File: src/rtl/dds_multi_lane_phase_gen_if.sv
// Control/data bundle between a DDS channel controller and dds_multi_lane_phase_gen.
// The DUT side uses the slave modport; whoever drives requests and tuning uses master.
interface dds_multi_lane_phase_gen_if #(
  parameter int W     = 43,
  parameter int LANES = 4
);
  // Handshake: dreq_i has no backpressure; each high cycle is one accepted sample.
  // valid_o strobes for one cycle per sample two cycles later. phase_o holds between strobes.
  logic               dreq_i;
  logic               sync_i;
  logic [W-1:0]       tune_i;
  logic               tune_load_i;
  logic [W-1:0]       acc_i;
  logic               acc_load_i;
  logic [W-1:0]       offset_i;
  logic               offset_load_i;
  logic [LANES*W-1:0] phase_o;
  logic               valid_o;
  logic [W-1:0]       acc_o;
  logic               tune_pending_o;

  modport master (
    output dreq_i, sync_i, tune_i, tune_load_i, acc_i, acc_load_i, offset_i, offset_load_i,
    input  phase_o, valid_o, acc_o, tune_pending_o
  );

  modport slave (
    input  dreq_i, sync_i, tune_i, tune_load_i, acc_i, acc_load_i, offset_i, offset_load_i,
    output phase_o, valid_o, acc_o, tune_pending_o
  );
endinterface

File: src/rtl/dds_multi_lane_phase_gen.sv
// Multi-lane DDS phase generator: g_lanes phase words per sample, double-buffered tuning.
// Define DDS_PHASE_DITHER_EN to add per-lane LFSR dither to the emitted phases.
module dds_multi_lane_phase_gen #(
  parameter int g_acc_frac_bits = 32,
  parameter int g_lut_size_log2 = 10,
  parameter int g_lanes         = 4,
  parameter int g_sync_tune     = 1,
  parameter int g_dither_bits   = 16
) (
  input logic                      clk_i,
  input logic                      rst_i,
  dds_multi_lane_phase_gen_if.slave bus
);
  localparam int W  = g_acc_frac_bits + g_lut_size_log2 + 1;
  localparam int L2 = $clog2(g_lanes);

  logic [W-1:0]         acc;
  logic [W-1:0]         tune_act;
  logic [W-1:0]         tune_shd;
  logic                 pending;
  logic [W-1:0]         offset;
  logic [W-1:0]         base;
  logic [W-1:0]         step;
  logic                 v1;
  logic [g_lanes*W-1:0] phase_r;
  logic                 valid_r;
  logic                 apply;
  logic [W-1:0]         tune_next;
  logic [g_lanes*W-1:0] lane_vec;

  // A pending shadow is promoted only on a request, and with sync_tune only on a qualified sync.
  assign apply     = pending & bus.dreq_i & (bus.sync_i | (g_sync_tune == 0));
  assign tune_next = apply ? tune_shd : tune_act;

  always_ff @(posedge clk_i or posedge rst_i) begin
    if (rst_i) begin
      tune_act <= '0;
      tune_shd <= '0;
      pending  <= 1'b0;
    end else begin
      if (apply) begin
        tune_act <= tune_shd;
        pending  <= 1'b0;
      end
      // A load in the same cycle as apply re-arms pending with the fresh value.
      if (bus.tune_load_i) begin
        tune_shd <= bus.tune_i;
        pending  <= 1'b1;
      end
    end
  end

  always_ff @(posedge clk_i or posedge rst_i) begin
    if (rst_i) begin
      acc    <= '0;
      offset <= '0;
    end else begin
      if (bus.acc_load_i)  acc <= bus.acc_i;
      else if (bus.dreq_i) acc <= acc + tune_next;
      if (bus.offset_load_i) offset <= bus.offset_i;
    end
  end

  always_ff @(posedge clk_i or posedge rst_i) begin
    if (rst_i) begin
      v1   <= 1'b0;
      base <= '0;
      step <= '0;
    end else begin
      v1 <= bus.dreq_i;
      if (bus.dreq_i) begin
        base <= acc + offset;
        step <= tune_next >> L2;
      end
    end
  end

  // k*step as a sum of shifted copies selected by the constant lane index.
  function automatic logic [W-1:0] scale_step(input logic [W-1:0] s, input int unsigned k);
    logic [W-1:0] r;
    r = '0;
    for (int b = 0; b < 5; b++) begin
      if (k[b]) r = r + (s << b);
    end
    return r;
  endfunction

`ifdef DDS_PHASE_DITHER_EN
  logic [31:0] lfsr;

  always_ff @(posedge clk_i or posedge rst_i) begin
    if (rst_i)   lfsr <= 32'd1;
    else if (v1) lfsr <= {1'b0, lfsr[31:1]} ^ (lfsr[0] ? 32'hD000_0001 : 32'd0);
  end

  for (genvar k = 0; k < g_lanes; k++) begin : g_lane
    assign lane_vec[k*W +: W] = base + scale_step(step, k)
                              + {{(W-g_dither_bits){1'b0}}, lfsr[k +: g_dither_bits]};
  end
`else
  for (genvar k = 0; k < g_lanes; k++) begin : g_lane
    assign lane_vec[k*W +: W] = base + scale_step(step, k);
  end
`endif

  always_ff @(posedge clk_i or posedge rst_i) begin
    if (rst_i) begin
      valid_r <= 1'b0;
      phase_r <= '0;
    end else begin
      valid_r <= v1;
      if (v1) phase_r <= lane_vec;
    end
  end

  assign bus.phase_o        = phase_r;
  assign bus.valid_o        = valid_r;
  assign bus.acc_o          = acc;
  assign bus.tune_pending_o = pending;
endmodule
File: src/flat_wrapper.sv
// flat-port wrapper written by rule: the top's interface ports become plain ports
module dds_multi_lane_phase_gen_flat 
#(
  parameter int g_acc_frac_bits = 32,
  parameter int g_lut_size_log2 = 10,
  parameter int g_lanes         = 4,
  parameter int g_sync_tune     = 1,
  parameter int g_dither_bits   = 16
)
  (clk_i, rst_i, bus_dreq_i, bus_sync_i, bus_tune_i, bus_tune_load_i, bus_acc_i, bus_acc_load_i, bus_offset_i, bus_offset_load_i, bus_phase_o, bus_valid_o, bus_acc_o, bus_tune_pending_o);
  dds_multi_lane_phase_gen_if bus_i ();
  input logic clk_i;
  input logic rst_i;
  input wire logic [$bits(bus_i.dreq_i)-1:0] bus_dreq_i;
  input wire logic [$bits(bus_i.sync_i)-1:0] bus_sync_i;
  input wire logic [$bits(bus_i.tune_i)-1:0] bus_tune_i;
  input wire logic [$bits(bus_i.tune_load_i)-1:0] bus_tune_load_i;
  input wire logic [$bits(bus_i.acc_i)-1:0] bus_acc_i;
  input wire logic [$bits(bus_i.acc_load_i)-1:0] bus_acc_load_i;
  input wire logic [$bits(bus_i.offset_i)-1:0] bus_offset_i;
  input wire logic [$bits(bus_i.offset_load_i)-1:0] bus_offset_load_i;
  output wire logic [$bits(bus_i.phase_o)-1:0] bus_phase_o;
  output wire logic [$bits(bus_i.valid_o)-1:0] bus_valid_o;
  output wire logic [$bits(bus_i.acc_o)-1:0] bus_acc_o;
  output wire logic [$bits(bus_i.tune_pending_o)-1:0] bus_tune_pending_o;
  assign bus_i.dreq_i = bus_dreq_i;
  assign bus_i.sync_i = bus_sync_i;
  assign bus_i.tune_i = bus_tune_i;
  assign bus_i.tune_load_i = bus_tune_load_i;
  assign bus_i.acc_i = bus_acc_i;
  assign bus_i.acc_load_i = bus_acc_load_i;
  assign bus_i.offset_i = bus_offset_i;
  assign bus_i.offset_load_i = bus_offset_load_i;
  assign bus_phase_o = bus_i.phase_o;
  assign bus_valid_o = bus_i.valid_o;
  assign bus_acc_o = bus_i.acc_o;
  assign bus_tune_pending_o = bus_i.tune_pending_o;
  dds_multi_lane_phase_gen #(.g_acc_frac_bits(g_acc_frac_bits), .g_lut_size_log2(g_lut_size_log2), .g_lanes(g_lanes), .g_sync_tune(g_sync_tune), .g_dither_bits(g_dither_bits)) u_core (.clk_i(clk_i), .rst_i(rst_i), .bus(bus_i));
endmodule
File: config.mk
export PLATFORM = sky130hd
export DESIGN_NAME = dds_multi_lane_phase_gen_flat
export DESIGN_NICKNAME = d
export VERILOG_FILES = /design/src/rtl/dds_multi_lane_phase_gen_if.sv /design/src/rtl/dds_multi_lane_phase_gen.sv /design/src/flat_wrapper.sv
export SDC_FILE = /design/constraint.sdc
export NUM_CORES = 1
export LEC_CHECK = 0
export ABC_AREA = 0
export BUFFER_PORTS_ARGS = -buffer_cell sky130_fd_sc_hd__buf_2
export CAP_MARGIN = 20
export CORE_ASPECT_RATIO = 0.9
export CORE_MARGIN = 2
export CORE_UTILIZATION = 35
export DETAILED_ROUTE_END_ITERATION = 6
export PLACE_DENSITY = 0.58
export RECOVER_POWER = 50
export SLEW_MARGIN = 15
export SYNTH_ARGS = -nofsm -noshare
export SYNTH_HDL_FRONTEND = slang
export SYNTH_SLANG_ARGS = --single-unit
File: constraint.sdc
create_clock -name clk_i -period 26.5 [get_ports clk_i]
set_input_delay 5.3 -clock clk_i [delete_from_list [all_inputs] [get_ports clk_i]]
set_output_delay 5.3 -clock clk_i [all_outputs]
set_load 0.1 [all_outputs]
==> results of run 1 <==
stage by stage:
step                      worst slack [ns]  instance area, µm²  util [%]
after detailed placement             16.62               30150     38.87
after floorplan                      9.253               27310         -
final                                11.57               31830     41.05
after global placement               16.66               30150     38.87
after CTS                            17.27               31890     41.12
after global routing                 9.278               31830     41.05
layout make-up:
type	instances	area, µm²
clock inverter	18	216.5
fill	7630	45720
multi-input combinational	2041	15900
tap	1039	1300
inverter	87	327.8
clock buffer	75	1529
sequential	429	10740
timing repair buffer	365	1826
worst max-delay path: cells and delay by family:
| family | cells | cell delay, ns |
|---|---|---|
| buf+inv | 3 | 8.39 |
logic make-up (layout without fill, tap and decap cells):
kind of cell	Yosys count	count (layout)	synth area share, %
AO/OA/AOI/OAI	709	709	16.71
XOR/XNOR	184	184	5.901
adder cells (fa/ha/maj)	257	257	13.01
buffers and inverters	178	545	2.483
flip-flops	429	429	39.31
multiplexers	320	320	13.09
AND/OR/NAND/NOR	571	571	9.493
cells in the final DEF (no fill, tap or decap), types with 10 or more instances in the layout:
cell type and count:
o21ai_1 10, clkbuf_8 12, xor2_1 57, a211oi_1 29, nand3_1 42, nor2_1 220, inv_1 85, a21o_1 113
o31ai_1 16, dfrtp_1 429, mux2i_1 23, a31oi_1 16, nand2_1 154, xnor2_1 127, fa_1 45, and3_1 16
nor2b_1 33, a21oi_1 230, nor3_1 20, nand2b_1 17, ha_1 212, mux2_2 256, o21a_1 23, o21bai_1 44
mux2_1 41, clkbuf_1 21, o21ai_0 127, buf_2 349, clkbuf_16 53, nand4_1 28
worst paths after layout:
| check | slack (ns) | depth (start not counted) | from | to |
|---|---|---|---|---|
| setup / recovery | 11.57 | 3 | rst_i | u_core.bus.phase_o[165]$_DFFE_PP0P_ |
| hold / removal | 0.48 | 2 | u_core.bus.phase_o[137]$_DFFE_PP0P_ | u_core.bus.phase_o[137]$_DFFE_PP0P_ |
| setup reg to reg | 18.81 | 6 | u_core.v1$_DFF_PP0_ | u_core.bus.phase_o[148]$_DFFE_PP0P_ |
| hold reg to reg | 0.48 | 2 | u_core.bus.phase_o[137]$_DFFE_PP0P_ | u_core.bus.phase_o[137]$_DFFE_PP0P_ |
| max in group clk_i | 14.55 | 4 | bus_dreq_i | u_core.bus.acc_o[35]$_DFFE_PP0P_ |
| min in group asynchronous | 6.49 | 2 | rst_i | u_core.base[0]$_DFFE_PP0P_ |
registers in the layout, indices dropped and copies added, names as in the netlist:
signal / cells
u_core.tune_shd: 43
u_core.bus.valid_o: 1
u_core.bus.tune_pending_o: 1
u_core.tune_act: 43
u_core.bus.acc_o: 43
u_core.step: 41
u_core.bus.phase_o: 170
u_core.v1: 1
u_core.offset: 43
u_core.base: 43
metal layers:
| layer | global-route usage (%) | vias up | part of all wire, % |
|---|---|---|---|
| met5 | 0 | - | 0 |
| met4 | 4.713 | 0 | 2.0 |
| met3 | 2.594 | 88 | 4.3 |
| met2 | 28.27 | 476 | 41 |
| met1 | 30.42 | 10310 | 53 |
| li1 | - | 10260 | - |
==> impl_results.md, run 1 <==
- GRT Residual Overflow: 0
- WP data required: 25.48 ns
- Die Span Y: 269.0 µm
- Nets: 3,369
- CTS tree: built
- Ys flop type: dfrtp_1
- Detailed Routing Iterations Pass 1: 6
- Count leader, synth: dfrtp_1
- Critical path arrival: 13.91 ns
- First-pass GRT wire length: 121.6 mm
- RSZ-0062 raised after global routing: no
- Post-synth top area share: 39.31%
- Failing checks: max-capacitance violations, max-slew violations
- DR vias: 21,140
- Die ar.: 80,280 µm²
- Clk Latency, worst-skew pair: 0.62 ns
- DR vias/cell: 5.213
- CTS Sinks: 429
- Clk_skew: 0.02386 ns
- HPWL Detailed: 61.90 mm
- Status: finished with violations
- CP Cell Sequence: buf_2 > clkinvlp_2 > clkbuf_1
- Area contributors post-synth: dfrtp_1 (39%), mux2_2 (12%), ha_1 (9.7%)
- # resized after CTS: 0
- Synth warn: 0
- Cell row count: 97
- Reg clk slew, reported paths: 0.06 ns
- Seq/Total Area, Yosys: 39.31%
- TritonCTS Buffers: 52
- Distinct cells, synth: 78
- Diode count: 0
- Dpl cells: 3,959
- Initial core utilization: 35.21%
- Syn Inst Count: 2,648
- Fin. max-slew vios: 693
- Layout cell share with drive strength beyond 1: 23.75%
- Final worst path period share: 56.32%
- CP Max Fanout: 131
- Worst Tran Pin Value: 7.092 ns
- Hold_ws: 0.4790 ns
- CP endpoint kind: asynchronous set/reset pin
- Count of hold-fix buffers inserted at cts: 0
- Worst path max stage delay: 5.09 ns
- Clock root buffer: clkbuf_16
- EDFF count, synth: 0
- Largest net degree at the start of global routing: 132
- # DRC: 0
- Syn_nets: 3,041
- I/O Buffers: 352
- Clk buf depth: 3
- Final hold violations: 0
- Post-CTS Setup Bufs: 0
- CP Class: primary input to asynchronous set/reset pin
- CTS H-Tree Depth: 2
- Synth Area per Inst: 10.31 µm²
- I/O pin cnt: 353
- Final ANT Viol Nets: 0
- Slowest stage cell, crit path: clkbuf_1
- Layout area overhead: 16.57%
- Gr usage total: 19.54%
- Fmax: 67.00 MHz
- FF+latch count, synth: 429
- Routability Congestion: 0.8927
- CP startpoint kind: primary input
- Asr flop ratio synth: 100.0%
- WL final: 80.37 mm
- Setup TNS: 0 ns
- Final min period: 14.93 ns
- Initial antenna violation count: 0
- # Max-Cap Violations: 9
- Hold Crit Class: flip-flop to flip-flop
- Headroom to the max-slew limit: -372.8%
- Cell Area, Synth: 27,310 µm²
- Final setup violation count: 0
- Post-DR wirelength/cell: 19.82 µm
- Drt initial violations: 1,432
- Core area: 77,550 µm²
- Die W: 298.4 µm
- Post-synth top area cell: dfrtp_1
- Post-synth top cells: dfrtp_1 (429), mux2_2 (297), a21oi_1 (230), nor2_1 (220), ha_1 (212)
- Vias in the first global route: 20,300
- Layout Cells excl Fill: 4,054
Power of run 1 is left out: the tool's default activity adds up to more than one toggle a clock period on the data nets, which glitch-free logic cannot reach.
==> inputs of run 2 (changes only) <==
==> constraint.sdc (replaced) <==
create_clock -name clk_i -period 14.8 [get_ports clk_i]
set_input_delay 2.96 -clock clk_i [delete_from_list [all_inputs] [get_ports clk_i]]
set_output_delay 2.96 -clock clk_i [all_outputs]
set_load 0.1 [all_outputs]
==> run 2 against run 1 <==
  * Flip-flop and latch count stayed put
  * Wire length is 0.21% higher
  * Largest cell class unchanged
  * The flow still finishes with violations (max-capacitance violations, max-slew violations)
  * Non-clock buffer count is 2 higher
  * Critical path type is now primary input to flip-flop
  * Highest routed layer is now met5
==> impl_results.md, run 2 (synthesis results as in run 1) <==
- Headroom to the max-slew limit: -181.4% (+190 points)
- Critical path arrival: 10.06 ns (-3.85 ns)
- Post-DR wirelength/cell: 19.85 µm (+0.11%)
- DR vias: 21,050 (-0.41%)
- Initial antenna violation count: 1 (+1)
- Drt initial violations: 1,410 (-1.5%)
- Die Span Y: 269.0 µm (unchanged)
- Worst Tran Pin Value: 4.221 ns (-2.871 ns)
- Final setup violation count: 0 (unchanged)
- Layout fillers: 7,723 (+1.2%)
- GRT Residual Overflow: 0 (unchanged)
- WL final: 80.53 mm (+0.21%)
- Commonest non-fill, non-tap cells in the layout: dfrtp_1 (429), buf_2 (349), mux2_2 (256)
- Final hold violations: 0 (unchanged)
- Cell row count: 97 (unchanged)
- Status: finished with violations
- # resized after CTS: 0 (unchanged)
- Commonest non-fill, non-tap cell in the layout: dfrtp_1
- Post-CTS Setup Bufs: 0 (unchanged)
- CTS Sinks: 429 (unchanged)
- Final worst path period share: 64.68%
- Clk_skew: 0.03110 ns (+0.007246 ns)
- Final min period: 9.572 ns
- CTS tree: built
- Core area: 77,550 µm² (unchanged)
- CP Max Fanout: 50 (-62%)
- Die W: 298.4 µm (unchanged)
- Detailed Routing Iterations Pass 1: 5 (-1)
- Vias in the first global route: 20,390 (+0.44%)
- First-pass GRT wire length: 122.4 mm (+0.64%)
- CTS H-Tree Depth: 2 (unchanged)
- Final ANT Viol Nets: 0 (unchanged)
- Clock root buffer: clkbuf_16
- Routability Congestion: 0.9036 (+1.2%)
- CP endpoint kind: flip-flop
- Fmax: 104.5 MHz
- Hold Crit Class: flip-flop to flip-flop
- Fin. max-slew vios: 589 (-15%)
- Initial core utilization: 35.21% (unchanged)
- Die ar.: 80,280 µm² (unchanged)
- Clk Latency, worst-skew pair: 0.62 ns (about the same)
- TritonCTS Buffers: 51 (-1.9%)
- # DRC: 0 (unchanged)
- # Max-Cap Violations: 12 (+3)
- Clk buf depth: 3 (unchanged)
- Largest net degree at the start of global routing: 142 (+7.6%)
- I/O pin cnt: 353 (unchanged)
- Gr usage total: 19.63% (+0.088 points)
- HPWL Detailed: 62.82 mm (+1.5%)
- Layout cell share with drive strength beyond 1: 23.85% (+0.10 points)
- Nets: 3,370 (+0.030%)
- Max FFs per register: 170 (unchanged)
- DR vias/cell: 5.187 (-0.51%)
- WP data required: 15.29 ns (-10.19 ns)
- Setup TNS: 0 ns (unchanged)
- RSZ-0062 raised after global routing: no
- CP startpoint kind: primary input
- Layout area overhead: 16.81%
- CP Class: primary input to flip-flop
- Reg clk slew, reported paths: 0.06 ns (about the same)
- I/O Buffers: 352 (unchanged)
- Count of hold-fix buffers inserted at cts: 0 (unchanged)
- Diode count: 0 (unchanged)
- Failing checks: max-capacitance violations, max-slew violations
## run 2: cell types whose count changed in the layout (fill, tap and decap cells not counted), sizes merged
cell / before / now
clkinv: 7 / 12
bufinv: 3 / 6
clkinvlp: 5 / 3
inv: 90 / 88
buf: 354 / 355
clkbuf: 86 / 85
## run 2: path summary, 6_finish.rpt
path / slack [ns] / cells after the start / startpoint / to
setup / recovery: 5.23 / 17 / bus_dreq_i / u_core.bus.acc_o[40]$_DFFE_PP0P_
hold / removal: 0.48 / 2 / u_core.bus.phase_o[137]$_DFFE_PP0P_ / u_core.bus.phase_o[137]$_DFFE_PP0P_
setup reg to reg: 6.86 / 6 / u_core.v1$_DFF_PP0_ / u_core.bus.phase_o[148]$_DFFE_PP0P_
hold reg to reg: 0.48 / 2 / u_core.bus.phase_o[137]$_DFFE_PP0P_ / u_core.bus.phase_o[137]$_DFFE_PP0P_
max in group asynchronous: 7.95 / 4 / rst_i / u_core.bus.acc_o[36]$_DFFE_PP0P_
min in group asynchronous: 2.77 / 2 / rst_i / u_core.base[0]$_DFFE_PP0P_
## run 2: critical path, cell delays in order
cell	delay, ns
clkbuf_1	1.86
nand3_2	0.07
clkbuf_1	1.14
mux2_2	0.70
ha_1	0.23
fa_1	0.45
a21oi_2	0.20
o22ai_2	0.12
a311oi_1	0.50
o31a_1	0.29
o41a_4	0.20
o41ai_4	0.13
a31oi_2	0.32
o21ai_1	0.16
a311oi_1	0.29
o2bb2ai_1	0.10
mux2_2	0.26
## run 2: final cells by class
class / count / area (µm²) / share of cell area (%)
multi-input combinational: 2041 / 15900 / 49.84
sequential: 429 / 10740 / 33.65
timing repair buffer: 367 / 1849 / 5.797
clock buffer: 73 / 1500 / 4.703
tap: 1039 / 1300 / 4.075
inverter: 87 / 327.8 / 1.028
clock inverter: 22 / 287.8 / 0.9021
## run 2: per-layer routing
layer | track usage [%] | routed length, µm
met1 | 30.24 | 41620
met2 | 28.41 | 33310
met3 | 3.110 | 3950
met4 | 4.726 | 1633
met5 | 0 | 13
## run 2: per-stage QoR
| step | setup WS [ns] | cell area (µm²) | std cells | utilization [%] | hold slack [ns] |
|---|---|---|---|---|---|
| CTS | 7.677 | 31930 | 4056 | 41.17 | 0.4863 |
| global route | 4.675 | 31900 | 4058 | 41.13 | 0.5144 |
| global placement | 7.086 | 30140 | 3961 | 38.87 | 0.4635 |
| floorplan | 6.049 | 27310 | 2648 | - | 0.3519 |
| finish | 5.228 | 31900 | 4058 | 41.13 | 0.4794 |
| detailed placement | 7.038 | 30140 | 3961 | 38.87 | 0.4717 |
Power of run 2 is left out for the same reason.
==> inputs of run 3 (changes only) <==
--- a/config.mk
+++ b/config.mk
@@ -12,7 +12,7 @@
 export CORE_MARGIN = 2
 export CORE_UTILIZATION = 35
 export DETAILED_ROUTE_END_ITERATION = 6
-export PLACE_DENSITY = 0.58
+export PLACE_DENSITY = 0.6
 export RECOVER_POWER = 50
 export SLEW_MARGIN = 15
 export SYNTH_ARGS = -nofsm -noshare
==> constraint.sdc (replaced) <==
create_clock -name clk_i -period 8.3 [get_ports clk_i]
set_input_delay 1.66 -clock clk_i [delete_from_list [all_inputs] [get_ports clk_i]]
set_output_delay 1.66 -clock clk_i [all_outputs]
set_load 0.1 [all_outputs]
==> run 3 against run 2 <==
  * Flip-flop and latch count unchanged
  * Critical endpoint is now u_core.bus.acc_o[37]$_DFFE_PP0P_
  * Final area about the same
  * Global-route usage about the same
  * Count of clock-buffer cells in the layout decreased by 11
  * Largest cell class unchanged
  * Worst setup slack got worse by 2.9 ns
  * Critical path depth decreased by 2
  * Via count about the same
  * The flow still finishes with violations (max-capacitance violations, max-slew violations)
  * Die area unchanged
  * Clock skew decreased by 0.0079 ns
==> impl_results.md, run 3 (synthesis results as in run 1) <==
- Final min period: 5.946 ns
- Critical path arrival: 6.46 ns (-3.60 ns)
- Detailed Routing Iterations Pass 1: 6 (+1)
- Failing checks: max-capacitance violations, max-slew violations
- Count of hold-fix buffers inserted at cts: 0 (unchanged)
- CTS Sinks: 429 (unchanged)
- TritonCTS Buffers: 51 (unchanged)
- Layout Cell Area excl Fill: 31,880 µm² (about the same)
- DR WL met3: 3.835 mm (-2.9%)
- DR vias/cell: 5.186 (about the same)
- Clock root buffer: clkbuf_16
- Setup TNS: 0 ns (unchanged)
- Hold_ws: 0.4788 ns (-0.0005790 ns)
- Drt initial violations: 1,247 (-12%)
- Status: finished with violations
- CTS H-Tree Depth: 2 (unchanged)
- Post-CTS Setup Bufs: 0 (unchanged)
- Gr usage total: 19.58% (-0.049 points)
- Layout area overhead: 16.75% (about the same)
- DR WL met2: 33.40 mm (+0.27%)
- Dpl cell area: 30,160 µm² (about the same)
- I/O pin cnt: 353 (unchanged)
- WP data required: 8.82 ns (-6.47 ns)
- CP Max Fanout: 32 (-36%)
- GRT Residual Overflow: 0 (unchanged)
- Die ar.: 80,280 µm² (unchanged)
- CP startpoint kind: primary input
- Core area: 77,550 µm² (unchanged)
- Fmax: 168.2 MHz
- DRT met1 WL: 41.47 mm (-0.37%)
- Die W: 298.4 µm (unchanged)
- Clk_skew: 0.02322 ns (-0.007881 ns)
- Max FFs per register: 170 (unchanged)
- DR vias: 21,050 (+0.014%)
- Commonest non-fill, non-tap cell in the layout: dfrtp_1
- Vias in the first global route: 20,500 (+0.54%)
- CP endpoint kind: flip-flop
- I/O Buffers: 352 (unchanged)
- CP Class: primary input to flip-flop
- HPWL Detailed: 62.61 mm (-0.34%)
- First-pass GRT wire length: 122.2 mm (about the same)
- Fin. max-slew vios: 523 (-11%)
- Critical Path Start: bus_dreq_i
- Initial antenna violation count: 1 (unchanged)
- RSZ-0062 raised after global routing: no
- Layout fillers: 7,672 (-0.66%)
- CTS tree: built
- WL final: 80.04 mm (-0.61%)
- Clk Latency, worst-skew pair: 0.60 ns (-0.02 ns)
- Post-DR wirelength/cell: 19.72 µm (-0.64%)
- Routability Congestion: 0.8913 (-1.4%)
- Final hold violations: 0 (unchanged)
- Initial core utilization: 35.21% (unchanged)
- Largest net degree at the start of global routing: 128 (-9.9%)
- Commonest non-fill, non-tap cells in the layout: dfrtp_1 (429), buf_2 (349), mux2_2 (262)
- Hold Crit Class: flip-flop to flip-flop
- Reg clk slew, reported paths: 0.06 ns (about the same)
- Die Span Y: 269.0 µm (unchanged)
- Layout cell share with drive strength beyond 1: 24.25% (+0.40 points)
- # Max-Cap Violations: 9 (-3)
- Worst Tran Pin Value: 3.607 ns (-0.6139 ns)
- Top Layer Used: met4
- Final worst path period share: 71.64%
- Headroom to the max-slew limit: -140.4% (+41 points)
- Layout Utilization: 41.11% (about the same)
- Hold path startpoint: u_core.bus.phase_o[119]$_DFFE_PP0P_
- Clk buf depth: 3 (unchanged)
- Cell row count: 97 (unchanged)
- Nets: 3,370 (unchanged)
- # DRC: 0 (unchanged)
- Final setup violation count: 0 (unchanged)
- # resized after CTS: 0 (unchanged)
- Final ANT Viol Nets: 0 (unchanged)
- R2R Path Start: u_core.v1$_DFF_PP0_
==> run 3: cell types whose count changed in the layout (fill, tap and decap cells not counted), sizes merged <==
cell,previous run,this run
clkbuf,85,73
buf,355,356
clkinvlp,3,10
clkinv,12,15
inv,88,89
diode,0,1
==> run 3: path summary, 6_finish.rpt <==
kind,cells past startpoint,to,slack (ns)
setup reg to reg,5,u_core.bus.phase_o[125]$_DFFE_PP0P_,2.45
setup / recovery,15,u_core.bus.acc_o[37]$_DFFE_PP0P_,2.35
max in group asynchronous,3,u_core.bus.phase_o[121]$_DFFE_PP0P_,3.10
min in group asynchronous,2,u_core.base[0]$_DFFE_PP0P_,1.25
hold / removal,2,u_core.bus.phase_o[119]$_DFFE_PP0P_,0.48
hold reg to reg,2,u_core.bus.phase_o[119]$_DFFE_PP0P_,0.48
==> run 3: through the flow <==
stage,instances,setup slack (ns)
6_report,4059,2.354
5_1_grt,4059,1.908
4_1_cts,4056,2.955
3_5_place_dp,3961,2.308
3_3_place_gp,3961,2.389
2_1_floorplan,2648,0.8486
==> run 3: critical path, stage by stage <==
cell and delay (ns):
clkbuf_1 0.28, nand3_1 0.64, buf_4 0.54, mux2_1 0.43, ha_1 0.33, and3_1 0.20, a311oi_1 0.32, o21a_1 0.29
o41a_1 0.37, o31ai_4 0.14, a211oi_1 0.50, o21ai_0 0.22, xnor2_1 0.18, mux2i_1 0.09, o21ai_0 0.25
==> run 3: area by class of cell <==
| cell class | count | area, µm² | area share (%) |
|---|---|---|---|
| flip-flops and latches | 429 | 10740 | 33.67 |
| well taps | 1039 | 1300 | 4.078 |
| repair buffers | 367 | 1854 | 5.816 |
| diodes | 1 | 2.502 | 0.007849 |
| clock buffers | 62 | 1399 | 4.388 |
| inverters | 87 | 327.8 | 1.028 |
| multi-input cells | 2041 | 15900 | 49.86 |
| clock inverters | 33 | 367.9 | 1.154 |
==> run 3: layer usage <==
metal,global-route usage (%),up-vias
li1,-,10260
met1,30.46,10270
met2,28.29,441
met3,2.981,78
met4,4.197,0
met5,0,-
Power of run 3 is left out for the same reason.
